--- config.mk ---
export PLATFORM = sky130hd
export DESIGN_NAME = uart_rx_frame_engine_flat
export DESIGN_NICKNAME = d
export VERILOG_FILES = /design/src/rtl/uart_rx_frame_engine_if.sv /design/src/rtl/uart_rx_frame_engine.sv /design/src/flat_wrapper.sv
export SDC_FILE = /design/constraint.sdc
export NUM_CORES = 1
export LEC_CHECK = 0
export CAP_MARGIN = 25
export CORE_AREA = 5 5 81 83
export CTS_BUF_LIST = sky130_fd_sc_hd__clkbuf_4
export DETAILED_ROUTE_END_ITERATION = 12
export DIE_AREA = 0 0 86 88
export GPL_TIMING_DRIVEN = 0
export PLACE_DENSITY = 0.77
export SLEW_MARGIN = 40
export SYNTH_ARGS = -nofsm -noshare
export SYNTH_HDL_FRONTEND = slang
export SYNTH_SLANG_ARGS = --single-unit
--- constraint.sdc ---
create_clock -name clk -period 1.9 [get_ports clk]
set_input_delay 0.475 -clock clk [delete_from_list [all_inputs] [get_ports clk]]
set_output_delay 0.475 -clock clk [all_outputs]
set_load 0.02 [all_outputs]
--- src/rtl/uart_rx_frame_engine_if.sv ---
// uart_rx_frame_engine_if: received-word handshake and status bundle
interface uart_rx_frame_engine_if #(parameter int W = 9);
    logic [W-1:0] rx_data;
    logic         rx_valid;
    logic         rx_ready;
    logic         frame_error;
    logic         parity_error;
    logic         break_detect;
    logic         overrun_error;
    modport master (
        output rx_data, rx_valid, frame_error, parity_error, break_detect, overrun_error,
        input  rx_ready
    );
    modport slave (
        input  rx_data, rx_valid, frame_error, parity_error, break_detect, overrun_error,
        output rx_ready
    );
endinterface

--- src/rtl/uart_rx_frame_engine.sv ---
// uart_rx_frame_engine: oversampled UART receiver with parity, stop, break and overrun handling
module uart_rx_frame_engine #(
    parameter int MAX_DATA_BITS = 9,
    parameter int OVERSAMPLE    = 16
) (
    input  logic       clk,
    input  logic       rst_n,
    input  logic       baud_tick,
    input  logic       rxd,
    input  logic [4:0] data_bits,
    input  logic [1:0] parity_mode,
    input  logic       stop_bits,
    output logic       busy,
    uart_rx_frame_engine_if.master rx
);
    localparam int TW = $clog2(OVERSAMPLE);
    typedef enum logic [2:0] {IDLE, START, DATA, PARITY, STOP1, STOP2, REARM} state_t;
    state_t                   state;
    logic                     rx_s1, rx_s2, rx_q;
    logic [TW-1:0]            tick_cnt;
    logic [1:0]               votes;
    logic [MAX_DATA_BITS-1:0] shreg;
    logic [4:0]               bit_cnt, nbits;
    logic [1:0]               pmode;
    logic                     sbits, par_acc, perr, ferr, all_zero;
    logic                     mid_a, mid_b, mid_c, bit_end, maj, last_stop, fe_final, brk_final;
    logic [4:0]               nbits_in;
    logic                     par_exp;
    assign busy      = state != IDLE;
    assign mid_a     = baud_tick && tick_cnt == TW'(OVERSAMPLE / 2 - 1);
    assign mid_b     = baud_tick && tick_cnt == TW'(OVERSAMPLE / 2);
    assign mid_c     = baud_tick && tick_cnt == TW'(OVERSAMPLE / 2 + 1);
    assign bit_end   = baud_tick && tick_cnt == TW'(OVERSAMPLE - 1);
    assign maj       = (votes[0] & votes[1]) | (votes[0] & rx_s2) | (votes[1] & rx_s2);
    assign last_stop = mid_c && ((state == STOP1 && !sbits) || state == STOP2);
    assign fe_final  = ferr | ~maj;
    assign brk_final = all_zero & ~maj;
    assign nbits_in  = data_bits < 5'd5 ? 5'd5 :
                       data_bits > 5'(MAX_DATA_BITS) ? 5'(MAX_DATA_BITS) : data_bits;
    assign par_exp   = pmode == 2'b01 ? ~par_acc : pmode == 2'b10 ? par_acc : 1'b1;
    // two-flop synchronizer plus one delayed copy for falling-edge detection
    always_ff @(posedge clk or negedge rst_n) begin
        if (!rst_n) begin
            rx_s1 <= 1'b1;
            rx_s2 <= 1'b1;
            rx_q  <= 1'b1;
        end else begin
            rx_s1 <= rxd;
            rx_s2 <= rx_s1;
            rx_q  <= rx_s2;
        end
    end
    // frame FSM: bit timing, majority sampling, status accumulation and output handshake
    always_ff @(posedge clk or negedge rst_n) begin
        if (!rst_n) begin
            state            <= IDLE;
            tick_cnt         <= '0;
            votes            <= '0;
            shreg            <= '0;
            bit_cnt          <= '0;
            nbits            <= 5'd5;
            pmode            <= '0;
            sbits            <= 1'b0;
            par_acc          <= 1'b0;
            perr             <= 1'b0;
            ferr             <= 1'b0;
            all_zero         <= 1'b0;
            rx.rx_data       <= '0;
            rx.rx_valid      <= 1'b0;
            rx.frame_error   <= 1'b0;
            rx.parity_error  <= 1'b0;
            rx.break_detect  <= 1'b0;
            rx.overrun_error <= 1'b0;
        end else begin
            rx.overrun_error <= 1'b0;
            if (rx.rx_valid && rx.rx_ready) rx.rx_valid <= 1'b0;
            if (last_stop) begin
                if (!rx.rx_valid || rx.rx_ready) begin
                    rx.rx_valid     <= 1'b1;
                    rx.rx_data      <= brk_final ? '0 : shreg >> (5'(MAX_DATA_BITS) - nbits);
                    rx.frame_error  <= fe_final;
                    rx.parity_error <= perr;
                    rx.break_detect <= brk_final;
                end else begin
                    rx.overrun_error <= 1'b1;
                end
                state <= fe_final ? REARM : IDLE;
            end
            if (baud_tick && state != IDLE && state != REARM) begin
                tick_cnt <= bit_end ? '0 : tick_cnt + TW'(1);
                if (mid_a) votes[0] <= rx_s2;
                if (mid_b) votes[1] <= rx_s2;
            end
            case (state)
                IDLE: if (rx_q && !rx_s2) begin
                    state    <= START;
                    tick_cnt <= '0;
                    nbits    <= nbits_in;
                    pmode    <= parity_mode;
                    sbits    <= stop_bits;
                    shreg    <= '0;
                    bit_cnt  <= '0;
                    par_acc  <= 1'b0;
                    perr     <= 1'b0;
                    ferr     <= 1'b0;
                    all_zero <= 1'b1;
                end
                START: begin
                    if (mid_c && maj) state <= IDLE;
                    else if (bit_end) state <= DATA;
                end
                DATA: begin
                    if (mid_c) begin
                        shreg    <= {maj, shreg[MAX_DATA_BITS-1:1]};
                        par_acc  <= par_acc ^ maj;
                        all_zero <= all_zero & ~maj;
                        bit_cnt  <= bit_cnt + 5'd1;
                    end
                    if (bit_end && bit_cnt == nbits) state <= pmode != 2'b00 ? PARITY : STOP1;
                end
                PARITY: begin
                    if (mid_c) begin
                        perr     <= maj != par_exp;
                        all_zero <= all_zero & ~maj;
                    end
                    if (bit_end) state <= STOP1;
                end
                STOP1: begin
                    if (mid_c) begin
                        ferr     <= ferr | ~maj;
                        all_zero <= all_zero & ~maj;
                    end
                    if (bit_end) state <= STOP2;
                end
                STOP2: ;
                REARM: if (rx_s2) state <= IDLE;
                default: state <= IDLE;
            endcase
        end
    end
endmodule

--- src/flat_wrapper.sv ---
// flat-port wrapper written by rule: the top's interface ports become plain ports
module uart_rx_frame_engine_flat 
#(
    parameter int MAX_DATA_BITS = 9,
    parameter int OVERSAMPLE    = 16
)
  (clk, rst_n, baud_tick, rxd, data_bits, parity_mode, stop_bits, busy, rx_rx_data, rx_rx_valid, rx_frame_error, rx_parity_error, rx_break_detect, rx_overrun_error, rx_rx_ready);
  uart_rx_frame_engine_if #(.W(9)) rx_i ();
  input  logic clk;
  input  logic rst_n;
  input  logic baud_tick;
  input  logic rxd;
  input  logic [4:0] data_bits;
  input  logic [1:0] parity_mode;
  input  logic stop_bits;
  output logic busy;
  output wire logic [$bits(rx_i.rx_data)-1:0] rx_rx_data;
  output wire logic [$bits(rx_i.rx_valid)-1:0] rx_rx_valid;
  output wire logic [$bits(rx_i.frame_error)-1:0] rx_frame_error;
  output wire logic [$bits(rx_i.parity_error)-1:0] rx_parity_error;
  output wire logic [$bits(rx_i.break_detect)-1:0] rx_break_detect;
  output wire logic [$bits(rx_i.overrun_error)-1:0] rx_overrun_error;
  input wire logic [$bits(rx_i.rx_ready)-1:0] rx_rx_ready;
  assign rx_rx_data = rx_i.rx_data;
  assign rx_rx_valid = rx_i.rx_valid;
  assign rx_frame_error = rx_i.frame_error;
  assign rx_parity_error = rx_i.parity_error;
  assign rx_break_detect = rx_i.break_detect;
  assign rx_overrun_error = rx_i.overrun_error;
  assign rx_i.rx_ready = rx_rx_ready;
  uart_rx_frame_engine #(.MAX_DATA_BITS(MAX_DATA_BITS), .OVERSAMPLE(OVERSAMPLE)) u_core (.clk(clk), .rst_n(rst_n), .baud_tick(baud_tick), .rxd(rxd), .data_bits(data_bits), .parity_mode(parity_mode), .stop_bits(stop_bits), .busy(busy), .rx(rx_i));
endmodule
# Word level (Yosys, flattened, before mapping)
# Cells that the tools add are included.
# classes
n_eq_ne	20
n_reduce_logical	33
bitwise	10
n_mux	41
addsub	3
magnitude_cmp	2
shift	1
# ops
operator	count
3-bit 2-to-1 mux	10
9-bit 2-to-1 mux	3
3-bit case mux with 7 select lines	1
5-bit 2-to-1 mux	4
9-bit case mux with 2 select lines	1
4-bit 2-to-1 mux	4
1-bit 2-to-1 mux	13
4-bit == test, second input constant	3
1-bit logical AND	12
3-bit AND reduction	4
2-bit by 1-bit != test with 1-bit output, second input constant	5
5-bit case mux with 2 select lines	1
2-bit nonzero test	5
3-bit == test, second input constant	3
9-bit by 5-bit >> shifter with 9-bit output	1
1-bit case mux with 2 select lines	4
2-bit AND reduction	4
3-bit by 2-bit == test with 1-bit output, second input constant	2
5-bit by 1-bit adder with 5-bit output, second input constant	1
5-bit == test	1
5-bit by 4-bit greater-than comparator with 1-bit output, second input constant	1
5-bit by 3-bit less-than comparator with 1-bit output, second input constant	1
4-bit by 5-bit subtractor with 5-bit output, first input constant	1
4-bit by 1-bit adder with 4-bit output, second input constant	1
15 further kinds	24
# word_totals
wordCells	132
register_bits	52
input_bits	13
output_inout_bits	15

# Logic depth before layout (Yosys ltp)
# logic_depth
ltp_word	10
mapped_depth	7
depth_no_buf	6

# Least setup slack after synthesis
# Ideal clock, no wire load.
# synth_timing
path_type	reg2reg
from	register u_core.nbits[0]
to	register u_core.rx.rx_data[0]
t_arrival_ns	1.638
path_stages_with_launch	6
t_required_ns	1.774
path_slack_ns	0.137
period_less_slack_ns	1.763
path_buffers	1
setup_time_ns	0.126
cell_sequence	dfstp_2 > buf_6 > mux4_2 > and3_1 > o311ai_1 > o21ai_1
# synth_via
elab_chain_len	3
# synth_lines
element	line	rtl
start: declaration	uart_rx_frame_engine.sv:23	logic [4:0] bit_cnt, nbits;
start signal: assignment	uart_rx_frame_engine.sv:98	nbits <= nbits_in;
4-bit by 5-bit subtractor with 5-bit output	uart_rx_frame_engine.sv:80	rx.rx_data <= brk_final ? '0 : shreg >> (5'(MAX_DATA_BITS) - nbits);
9-bit by 5-bit >> shifter with 9-bit output	uart_rx_frame_engine.sv:80	
9-bit 2-to-1 mux	uart_rx_frame_engine.sv:80	
end signal: assignment	uart_rx_frame_engine.sv:80	
end: declaration	uart_rx_frame_engine_if.sv:11	output rx_data, rx_valid, frame_error, parity_error, break_detect, overrun_error,
# No other way between the ends.
# A chain may end at the register's enable or synchronous reset.

# Worst setup path in the final report
# layout_timing
from	register u_core.state[0]
to	output busy
# layout_via
elab_chain_len	1
# layout_lines
element	line	rtl
start: declaration	uart_rx_frame_engine.sv:18	state_t state;
start signal: assignment	uart_rx_frame_engine.sv:87	state <= fe_final ? REARM : IDLE;
start signal: assignment	uart_rx_frame_engine.sv:119	if (bit_end && bit_cnt == nbits) state <= pmode != 2'b00 ? PARITY : STOP1;
3-bit nonzero test	uart_rx_frame_engine.sv:29	assign busy = state != IDLE;
end: declaration	flat_wrapper.sv:16	output logic busy;
# No other way between the ends.

==> flow_summary.json <==
{
  "synth_top_cell_area_share_pct": 42.3,
  "yosysMostFrequentCell": "dfrtp_1",
  "outcome": "finished, violations left",
  "crit_arrival_ps": 1450,
  "startpoint_type": "flip-flop",
  "multi_input_area_um2": 1400,
  "ys_ff_latch": 52,
  "grt_max_degree": 42,
  "drtIter0Drc": 162,
  "r2r_start": "u_core.tick_cnt[1]",
  "drt_first_pass_iters": 6,
  "vias": 2199,
  "worst_pin_slew_ps": 564,
  "start_util_pct": 48.1,
  "drive_gt1_share_pct": 18.4,
  "p_sw_mw": 1.38,
  "clock.fmax_ghz": 0.520,
  "slew_viol_final": 0,
  "yosysTopAreaCell": "dfrtp_1",
  "ios": 28,
  "gp_congestion": 0.861,
  "drc_errors": 0,
  "yosysUniqueCellTypes": 60,
  "endpoint": "busy",
  "syn_nets": 283,
  "seqCellArea_um2": 1310,
  "dieArea_um2": 7570,
  "swShare_pct": 38.5,
  "antenna_cells": 0,
  "required_ps": 1420,
  "cts_buffers": 5,
  "max-cap-violations": 0,
  "violations": "negative setup slack",
  "setup_viol": 1,
  "worstSetupPathType": "flip-flop to output port",
  "timing.final.hold_violations": 0,
  "cts_tree": "done",
  "clock_power_share_pct": 13.8,
  "hold_path_class": "flip-flop to flip-flop",
  "yosysWarnings": 0,
  "synth_area_um2": 2780,
  "num_rows": 28,
  "viasPerCell": 5.64,
  "relSlewSlack_pct": 62.4,
  "fin_nets": 332,
  "crit_fanout": 9,
  "vdd_ir_drop_max_mv": 0.430,
  "grtUsageTotal_pct": 16.1,
  "htree_levels": 2,
  "synth_area_leaders": "dfrtp_1 (42%), dfstp_2 (4.7%), nand2_1 (4.7%), xor2_1 (4.1%), a22o_1 (3.2%)",
  "place_inst": 368,
  "post-route-util_pct": 58.4,
  "area_growth_pct": 21.5,
  "syn_avg_cell_area_um2": 10.5,
  "path_clk_slew_ps": 140,
  "grt_overflow": 0,
  "detail-route-antenna-nets": 0,
  "skew_ps": 13.6,
  "final_cells": 390,
  "clock_sinks": 52,
  "core_um2": 5780,
  "reg2reg_slack_ps": 90,
  "fp.dieW_um": 86,
  "grt_pass1_wl_um": 9630,
  "ys_seq_area_share_pct": 47.0,
  "pwr-share-comb_pct": 44.0,
  "chipHeight_um": 88,
  "clockBufferDepth": 2,
  "fin_ws_ps": -22.7,
  "p_int_mw": 2.21,
  "power.leakage_nw": 1.51,
  "pre_cts_ws_ps": -487,
  "synthCells": 265,
  "timing.rr.end": "u_core.all_zero",
  "place_hpwl_um": 4040,
  "power_density_nw_per_um2": 1060,
  "fin_crit_sh_pct": 101,
  "ys.flop_type": "dfrtp_1",
  "wirelength_um": 5950,
  "end_kind": "output port",
  "min_period_ps": 1920,
  "r2r_cells": 7,
  "cts_root_buffer": "clkbuf_4",
  "fillers": 503,
  "rsz0062_at_grt": "yes",
  "clock_latency_ps": 370,
  "synthArstFlopShare_pct": 100,
  "antenna_found_initial": 0,
  "wl_per_cell_um": 15.3,
  "grt_pass1_vias": 1990,
  "synthTopCellsByCount": "dfrtp_1 (47), nand2_1 (35), nor2_1 (18)",
  "port-buffer-count": 27,
  "synth_edf_count": 0,
  "seqPwrFrac_pct": 42.2,
  "crit_start": "u_core.state[0]"
}
[flip-flops by register name, summed over array words and instances, names as in the netlist]
| register | cells |
|---|---|
| u_core.rx.parity_error | 1 |
| u_core.tick_cnt | 4 |
| u_core.par_acc | 1 |
| u_core.all_zero | 1 |
| u_core.perr | 1 |
| u_core.rx_s2 | 1 |
| u_core.rx.rx_valid | 1 |
| u_core.sbits | 1 |
| u_core.state | 3 |
| u_core.pmode | 2 |
| u_core.shreg | 9 |
| u_core.ferr | 1 |
| u_core.rx_q | 1 |
| u_core.rx.overrun_error | 1 |
| u_core.rx_s1 | 1 |
| u_core.nbits | 5 |
| u_core.bit_cnt | 5 |
| u_core.rx.rx_data | 9 |
| u_core.rx.frame_error | 1 |
| u_core.votes | 2 |
| u_core.rx.break_detect | 1 |
[what timing repair did]
action                                  in CTS  in global routing
resized for setup                           14                  7
pin swaps                                    1                  0
endpoints found under the hold margin        9                  0
setup buffers                                0                 15
hold buffers                                 1                  0
endpoints found under the setup margin       6                 14
[layer usage]
layer  wire length, µm  GRT usage (%)
met4                73           5.18
met3               267           2.92
met1              2750           22.3
met5                 0              0
met2              2870           25.6
[power groups by stage]
stage	clock (mW)	combinational (mW)	sequential, mW
5_1_grt	0.547	1.73	1.54
3_5_place_dp	0	1.31	1.52
2_1_floorplan	0	1.03	1.47
4_1_cts	0.512	1.35	1.50
6_report	0.495	1.58	1.52
3_3_place_gp	0	1.28	1.51
[kinds of logic (layout without fill, tap and decap cells)]
family,after synthesis,count (layout),synth area share (%)
and+or+nand+nor,108,108,21.3
DFF,52,52,47.0
AOI/OAI and AO/OA,48,48,12.6
buffers and inverters,19,69,3.33
xor gates and xnor gates,17,17,5.36
muxes,15,15,7.70
adders and majority gates,6,6,2.61
[stage by stage]
step	setup TNS (ps)	area (µm²)	hold slack, ps	power (mW)
finish	-22.7	3380	367	3.59
global route	-76.7	3380	377	3.82
CTS	-26.1	3240	371	3.37
detailed placement	-11190	3160	329	2.83
global placement	-65630	3140	346	2.79
floorplan	0	2780	179	2.49
[worst max-delay path: stages (launching register included)]
cell     delay (ps)
dfrtp_1         430
buf_8           150
or3_4           360
buf_6           140
[worst min path at each step]
stage	slack (ps)	depth (start not counted)	endpoint	from
final	370	0	u_core.rx_s2	u_core.rx_s1
after CTS	370	0	u_core.rx_s2	u_core.rx_s1
after global placement	350	0	u_core.rx_s2	u_core.rx_s1
after detailed placement	330	1	u_core.sbits	rst_n
after global routing	380	0	u_core.rx_s2	u_core.rx_s1
after floorplan	180	0	u_core.all_zero	rst_n
[final cells by class]
class	instances	area share, %
Clock inverter	2	0.333
Clock buffer	6	1.33
Buffer	11	2.52
Timing Repair Buffer	44	12.2
Tap cell	75	2.78
Inverter	6	0.704
Multi-Input combinational cell	194	41.4
Sequential cell	52	38.8
[cells in the final DEF (no fill, tap or decap), types with 2 or more instances in the layout]
master and count:
dfstp_2 5, buf_8 2, nand3_1 12, nor2_1 18, nor3b_1 2, o21ai_0 5, mux2i_1 6, buf_4 17
xnor2_1 4, a31oi_1 2, ha_1 5, clkdlybuf4s50_1 24, inv_1 5, dfrtp_1 45, mux2_2 2, nand2b_1 5
clkbuf_4 6, nor2b_1 2, clkbuf_1 4, o311ai_1 3, mux4_2 2, or3_1 3, and2_1 3, xor2_1 13
o21a_1 2, a21o_1 2, and3_1 4, a21oi_1 4, buf_6 3, dfrtp_2 2, o211ai_1 2, nor3_1 6
nand2_1 35, nand4_1 3, mux4_1 2, a22o_1 10, o21ai_1 10, mux2_1 3
(Power assumes the default switching activity.)
==> edit 1: new RTL, config.mk and constraints unchanged <==
`OVERSAMPLE` is set to 16 in 2 places; all go to 8.
--- a/src/rtl/uart_rx_frame_engine.sv
+++ b/src/rtl/uart_rx_frame_engine.sv
@@ -2,5 +2,5 @@
 module uart_rx_frame_engine #(
     parameter int MAX_DATA_BITS = 9,
-    parameter int OVERSAMPLE    = 16
+    parameter int OVERSAMPLE    = 8
 ) (
     input  logic       clk,
--- a/src/flat_wrapper.sv
+++ b/src/flat_wrapper.sv
@@ -3,5 +3,5 @@
 #(
     parameter int MAX_DATA_BITS = 9,
-    parameter int OVERSAMPLE    = 16
+    parameter int OVERSAMPLE    = 8
 )
   (clk, rst_n, baud_tick, rxd, data_bits, parity_mode, stop_bits, busy, rx_rx_data, rx_rx_valid, rx_frame_error, rx_parity_error, rx_break_detect, rx_overrun_error, rx_rx_ready);
Formal check against the unedited RTL: not equivalent (Yosys sat finds a counterexample within 10 cycles, from zero or initial values and one cycle with rst_n low).
==> edit 1 against the original RTL <==
Cell area decreased by 2.3%. Global-route usage is 0.82 points higher. Critical path depth is 1 lower. Total power increased by 1.6%. Wire length grew 0.30%. Setup slack improved by 0.049 ns. First-iteration DRC count shrank 14%. Clock skew rose by 0.012 ns. Final cell count down 4.4%. Sequential cell count is 1 lower. Area after synthesis decreased by 1.4%. Register-to-register slack about the same. Critical path type unchanged. Largest power group unchanged.
==> edit 1: results (changes against the original RTL) <==
Worst hold path
  • Min-delay src: u_core.rx_s1 (unchanged)

Placed design
  • Detailed placement HPWL: 4290 um (was 4040 um)
  • Placed Area: 3120 um^2 (was 3160 um^2)
  • Pre-CTS WS: -0.367 ns (was -0.487 ns)
  • Routability cong.: 0.943 (was 0.861)

Worst setup path
  • Crit path arrival time: 1.40 ns (was 1.45 ns)
  • Worst r2r path cells: 6 (was 7)
  • Crit path max fanout: 6 (was 9)
  • RR Startpoint: u_core.state[2] (was u_core.tick_cnt[1])
  • Crit. Startpoint: u_core.state[1] (was u_core.state[0])

Layout
  • FILL cells: 495 (was 503)
  • Layout cells sized above 1: 18.8% (was 18.4%)
  • Layout Nets: 317 (was 332)
  • Final Instance Count excl. Fillers: 373 (was 390)

Routing
  • Final wirelength: 5970 um (was 5950 um)
  • Drt first pass iters: 4 (was 6)
  • First DRT Iteration DRCs: 139 (was 162)
  • Routed vias: 2117 (was 2199)

STA
  • Sum of negative setup slack: 0 ns (was -0.0227 ns)
  • Hold Slack: 0.370 ns (was 0.367 ns)
  • Max_slew headroom: 67.9% (was 62.4%)
  • Final setup margin: 0.0258 ns (was -0.0227 ns)

Run status
  • Status: complete, no violations (was finished, violations left)

Yosys
  • List of most frequent post-synthesis cells: 46 x dfrtp_1, 28 x nand2_1, 21 x nor2_1, 12 x mux2i_1 (was 47 x dfrtp_1, 35 x nand2_1, 18 x nor2_1, 13 x xor2_1, 12 x nand3_1)
  • Share of the yosys chip area belonging to registers: 46.8% (was 47.0%)
  • Syn avg cell area: 10.7 um^2 (was 10.5 um^2)
  • Synth area leaders: dfrtp_1 42%, dfstp_2 4.8%, mux2i_1 4.4%, nand2_1 3.8%, a22o_1 3.2% (was dfrtp_1 42%, dfstp_2 4.7%, nand2_1 4.7%, xor2_1 4.1%, a22o_1 3.2%)
  • Synth cell types: 61 (was 60)

Global route
  • First-pass GRT wire length: 10100 um (was 9630 um)
  • Vias in the first global route: 2102 (was 1990)
  • Total track usage: 16.9% (was 16.1%)

Power and ir drop
  • Lkg Pwr: 1.61 nW (was 1.51 nW)
  • Maximum vdd ir drop: 0.463 mV (was 0.430 mV)
  • P_sw: 0.00141 W (was 0.00138 W)

Clock tree
  • Setup bufs post-CTS: 2 (was 0)
  • Clk Latency, worst-skew pair: 0.40 ns (was 0.37 ns)
[edit 1: final cells by class]
cell class	count	area [um^2]	area share, %
Buffer	8	55.1	1.67
Clock buffer	5	37.5	1.14
Clock inverter	3	43.8	1.33
Inverter	10	37.5	1.14
Multi-Input combinational cell	187	1400	42.4
Sequential cell	51	1280	38.9
Tap cell	75	93.8	2.84
Timing Repair Buffer	34	349	10.6
[edit 1: kinds of logic after synthesis]
family	after synthesis	share of synthesized area [%]
mux	20	8.62
fa+ha+maj	8	3.60
simple gates	97	19.7
flops	51	46.8
buf+inv	19	3.47
compound gates	49	13.7
xor+xnor	13	4.15
[edit 1: layer usage]
layer | wire length [um] | global-route usage, % | share of wire, %
met1 | 2570 | 22.1 | 43
met2 | 2980 | 27.5 | 50
met3 | 333 | 3.76 | 5.6
met4 | 84 | 6.33 | 1.4
met5 | 0 | 0 | 0
[edit 1: critical path: stages, from the launching register on]
cell and delay, ns:
dfrtp_2 0.47, or3_4 0.40, buf_6 0.14
==> edit 2: new RTL, same flow settings <==
Made on the original files. Add an input register stage for `baud_tick`, `rxd` and `parity_mode`, cleared by the reset; this delays them by one clock. The other inputs are not delayed to match.
--- a/src/rtl/uart_rx_frame_engine.sv
+++ b/src/rtl/uart_rx_frame_engine.sv
@@ -16,4 +16,21 @@
     localparam int TW = $clog2(OVERSAMPLE);
     typedef enum logic [2:0] {IDLE, START, DATA, PARITY, STOP1, STOP2, REARM} state_t;
+
+    logic baud_tick_q;
+    logic rxd_q;
+    logic [1:0] parity_mode_q;
+
+    always_ff @(posedge clk or negedge rst_n) begin
+        if (!rst_n) begin
+            baud_tick_q   <= '0;
+            rxd_q         <= '0;
+            parity_mode_q <= '0;
+        end else begin
+            baud_tick_q   <= baud_tick;
+            rxd_q         <= rxd;
+            parity_mode_q <= parity_mode;
+        end
+    end
+
     state_t                   state;
     logic                     rx_s1, rx_s2, rx_q;
@@ -28,8 +45,8 @@
     logic                     par_exp;
     assign busy      = state != IDLE;
-    assign mid_a     = baud_tick && tick_cnt == TW'(OVERSAMPLE / 2 - 1);
-    assign mid_b     = baud_tick && tick_cnt == TW'(OVERSAMPLE / 2);
-    assign mid_c     = baud_tick && tick_cnt == TW'(OVERSAMPLE / 2 + 1);
-    assign bit_end   = baud_tick && tick_cnt == TW'(OVERSAMPLE - 1);
+    assign mid_a     = baud_tick_q && tick_cnt == TW'(OVERSAMPLE / 2 - 1);
+    assign mid_b     = baud_tick_q && tick_cnt == TW'(OVERSAMPLE / 2);
+    assign mid_c     = baud_tick_q && tick_cnt == TW'(OVERSAMPLE / 2 + 1);
+    assign bit_end   = baud_tick_q && tick_cnt == TW'(OVERSAMPLE - 1);
     assign maj       = (votes[0] & votes[1]) | (votes[0] & rx_s2) | (votes[1] & rx_s2);
     assign last_stop = mid_c && ((state == STOP1 && !sbits) || state == STOP2);
@@ -46,5 +63,5 @@
             rx_q  <= 1'b1;
         end else begin
-            rx_s1 <= rxd;
+            rx_s1 <= rxd_q;
             rx_s2 <= rx_s1;
             rx_q  <= rx_s2;
@@ -87,5 +104,5 @@
                 state <= fe_final ? REARM : IDLE;
             end
-            if (baud_tick && state != IDLE && state != REARM) begin
+            if (baud_tick_q && state != IDLE && state != REARM) begin
                 tick_cnt <= bit_end ? '0 : tick_cnt + TW'(1);
                 if (mid_a) votes[0] <= rx_s2;
@@ -97,5 +114,5 @@
                     tick_cnt <= '0;
                     nbits    <= nbits_in;
-                    pmode    <= parity_mode;
+                    pmode    <= parity_mode_q;
                     sbits    <= stop_bits;
                     shreg    <= '0;
Behaviour: not the same (a bounded check fails within 4 cycles, from zero or initial values and one cycle with rst_n low).
==> edit 2 against the original RTL <==
The run still ends with negative setup slack left. Core utilization up 5.2 points. Global-route usage up 2.1 points. Setup slack better by 0.014 ns. Clock skew down 0.0037 ns. Sequential cell count up 4. Non-clock buffer count up 9. Wire length up 12%. Area after synthesis up 5.3%. Cell area up 8.9%. Critical path type is now reg -> reg.
Power is not compared: it rests on default switching activity, and its combinational part moved more than twofold at a synthesized area within 25%.
==> edit 2: results (changes against the original RTL) <==
Run status
  • Status: finished, violations left (unchanged)
  • Failing checks: negative setup slack (unchanged)

STA
  • Setup violators final: 1 (unchanged)
  • Hold Slack: 0.371 ns (was 0.367 ns)
  • Final setup margin: -0.00866 ns (was -0.0227 ns)
  • Max_slew headroom: 68.9% (was 62.4%)
  • Sum of negative setup slack: -0.00866 ns (was -0.0227 ns)

Global route
  • Total track usage: 18.2% (was 16.1%)
  • Grt met1 use: 24.9% (was 22.3%)
  • GR Util met2: 27.5% (was 25.6%)
  • First-pass GRT wire length: 10800 um (was 9630 um)
  • Vias in the first global route: 2194 (was 1990)

Layout
  • Footprint of the multi-input gates: 1480 um^2 (was 1400 um^2)
  • Clk tree area frac: 2.28% (was 1.67%)
  • Final Util: 63.6% (was 58.4%)
  • Layout Nets: 353 (was 332)
  • Reg area: 1410 um^2 (was 1310 um^2)
  • Multi-input gate count: 202 (was 194)
  • Layout cells sized above 1: 24.4% (was 18.4%)

Worst setup path
  • Crit path max fanout: 6 (was 9)
  • FF-to-FF End: u_core.rx.rx_data[7] (was u_core.all_zero)
  • CP peak stage delay: 0.45 ns (was 0.43 ns)
  • Crit path arrival time: 2.21 ns (was 1.45 ns)
  • Worst r2r path cells: 6 (was 7)
  • Worst path top cell family by delay: simple AND/OR/NAND/NOR gates (was flip-flops)
  • Kind of critical path: reg -> reg (was reg -> out)

Routing
  • Routed vias: 2309 (was 2199)
  • Drt first pass iters: 5 (was 6)
  • First DRT Iteration DRCs: 161 (was 162)

Placed design
  • Detailed placement HPWL: 4420 um (was 4040 um)
  • Routability cong.: 0.924 (was 0.861)

Clock tree
  • Clk pin slew, worst setup/hold paths: 0.17 ns (was 0.14 ns)

Yosys
  • Share of the yosys chip area belonging to registers: 48.1% (was 47.0%)
  • Synth area leaders: dfrtp_1 44%, nand2_1 4.6%, dfstp_2 4.5%, mux2i_1 3.1%, a22o_1 3.0% (was dfrtp_1 42%, dfstp_2 4.7%, nand2_1 4.7%, xor2_1 4.1%, a22o_1 3.2%)
  • Syn nets: 302 (was 283)
  • Synthesized instance count: 284 (was 265)
  • Synth cell types: 55 (was 60)
  • List of most frequent post-synthesis cells: 51 x dfrtp_1, 36 x nand2_1, 23 x nor2_1, 13 x o21ai_0, 11 x a21oi_1 (was 47 x dfrtp_1, 35 x nand2_1, 18 x nor2_1, 13 x xor2_1, 12 x nand3_1)
==> edit 2: cells by family (layout without fill, tap and decap cells) <==
kind of cell / count (synthesis) / in the layout / share of synthesized area, %
XOR/XNOR: 13 / 13 / 3.89
flip-flops: 56 / 56 / 48.1
multiplexers: 18 / 18 / 7.31
adder cells (fa/ha/maj): 6 / 6 / 2.48
buffers and inverters: 26 / 78 / 5.22
AND/OR/NAND/NOR: 101 / 101 / 17.3
AO/OA/AOI/OAI: 64 / 64 / 15.7
==> edit 2: timing repair <==
action / 4_1_cts / 5_1_grt
gates cloned: 0 / 0
pin swaps: 2 / 6
hold buffers: 1 / 0
endpoints found under the setup margin: 16 / 35
buffers inserted: 7 / 10
resized for setup: 14 / 36
endpoints found under the hold margin: 20 / 0
==> edit 2: routing by layer <==
metal | vias up | wire [um] | share of wire (%)
li1 | 1108 | - | -
met1 | 1113 | 2960 | 44
met2 | 72 | 3170 | 47
met3 | 16 | 392 | 5.9
met4 | 0 | 174 | 2.6
met5 | - | 0 | 0
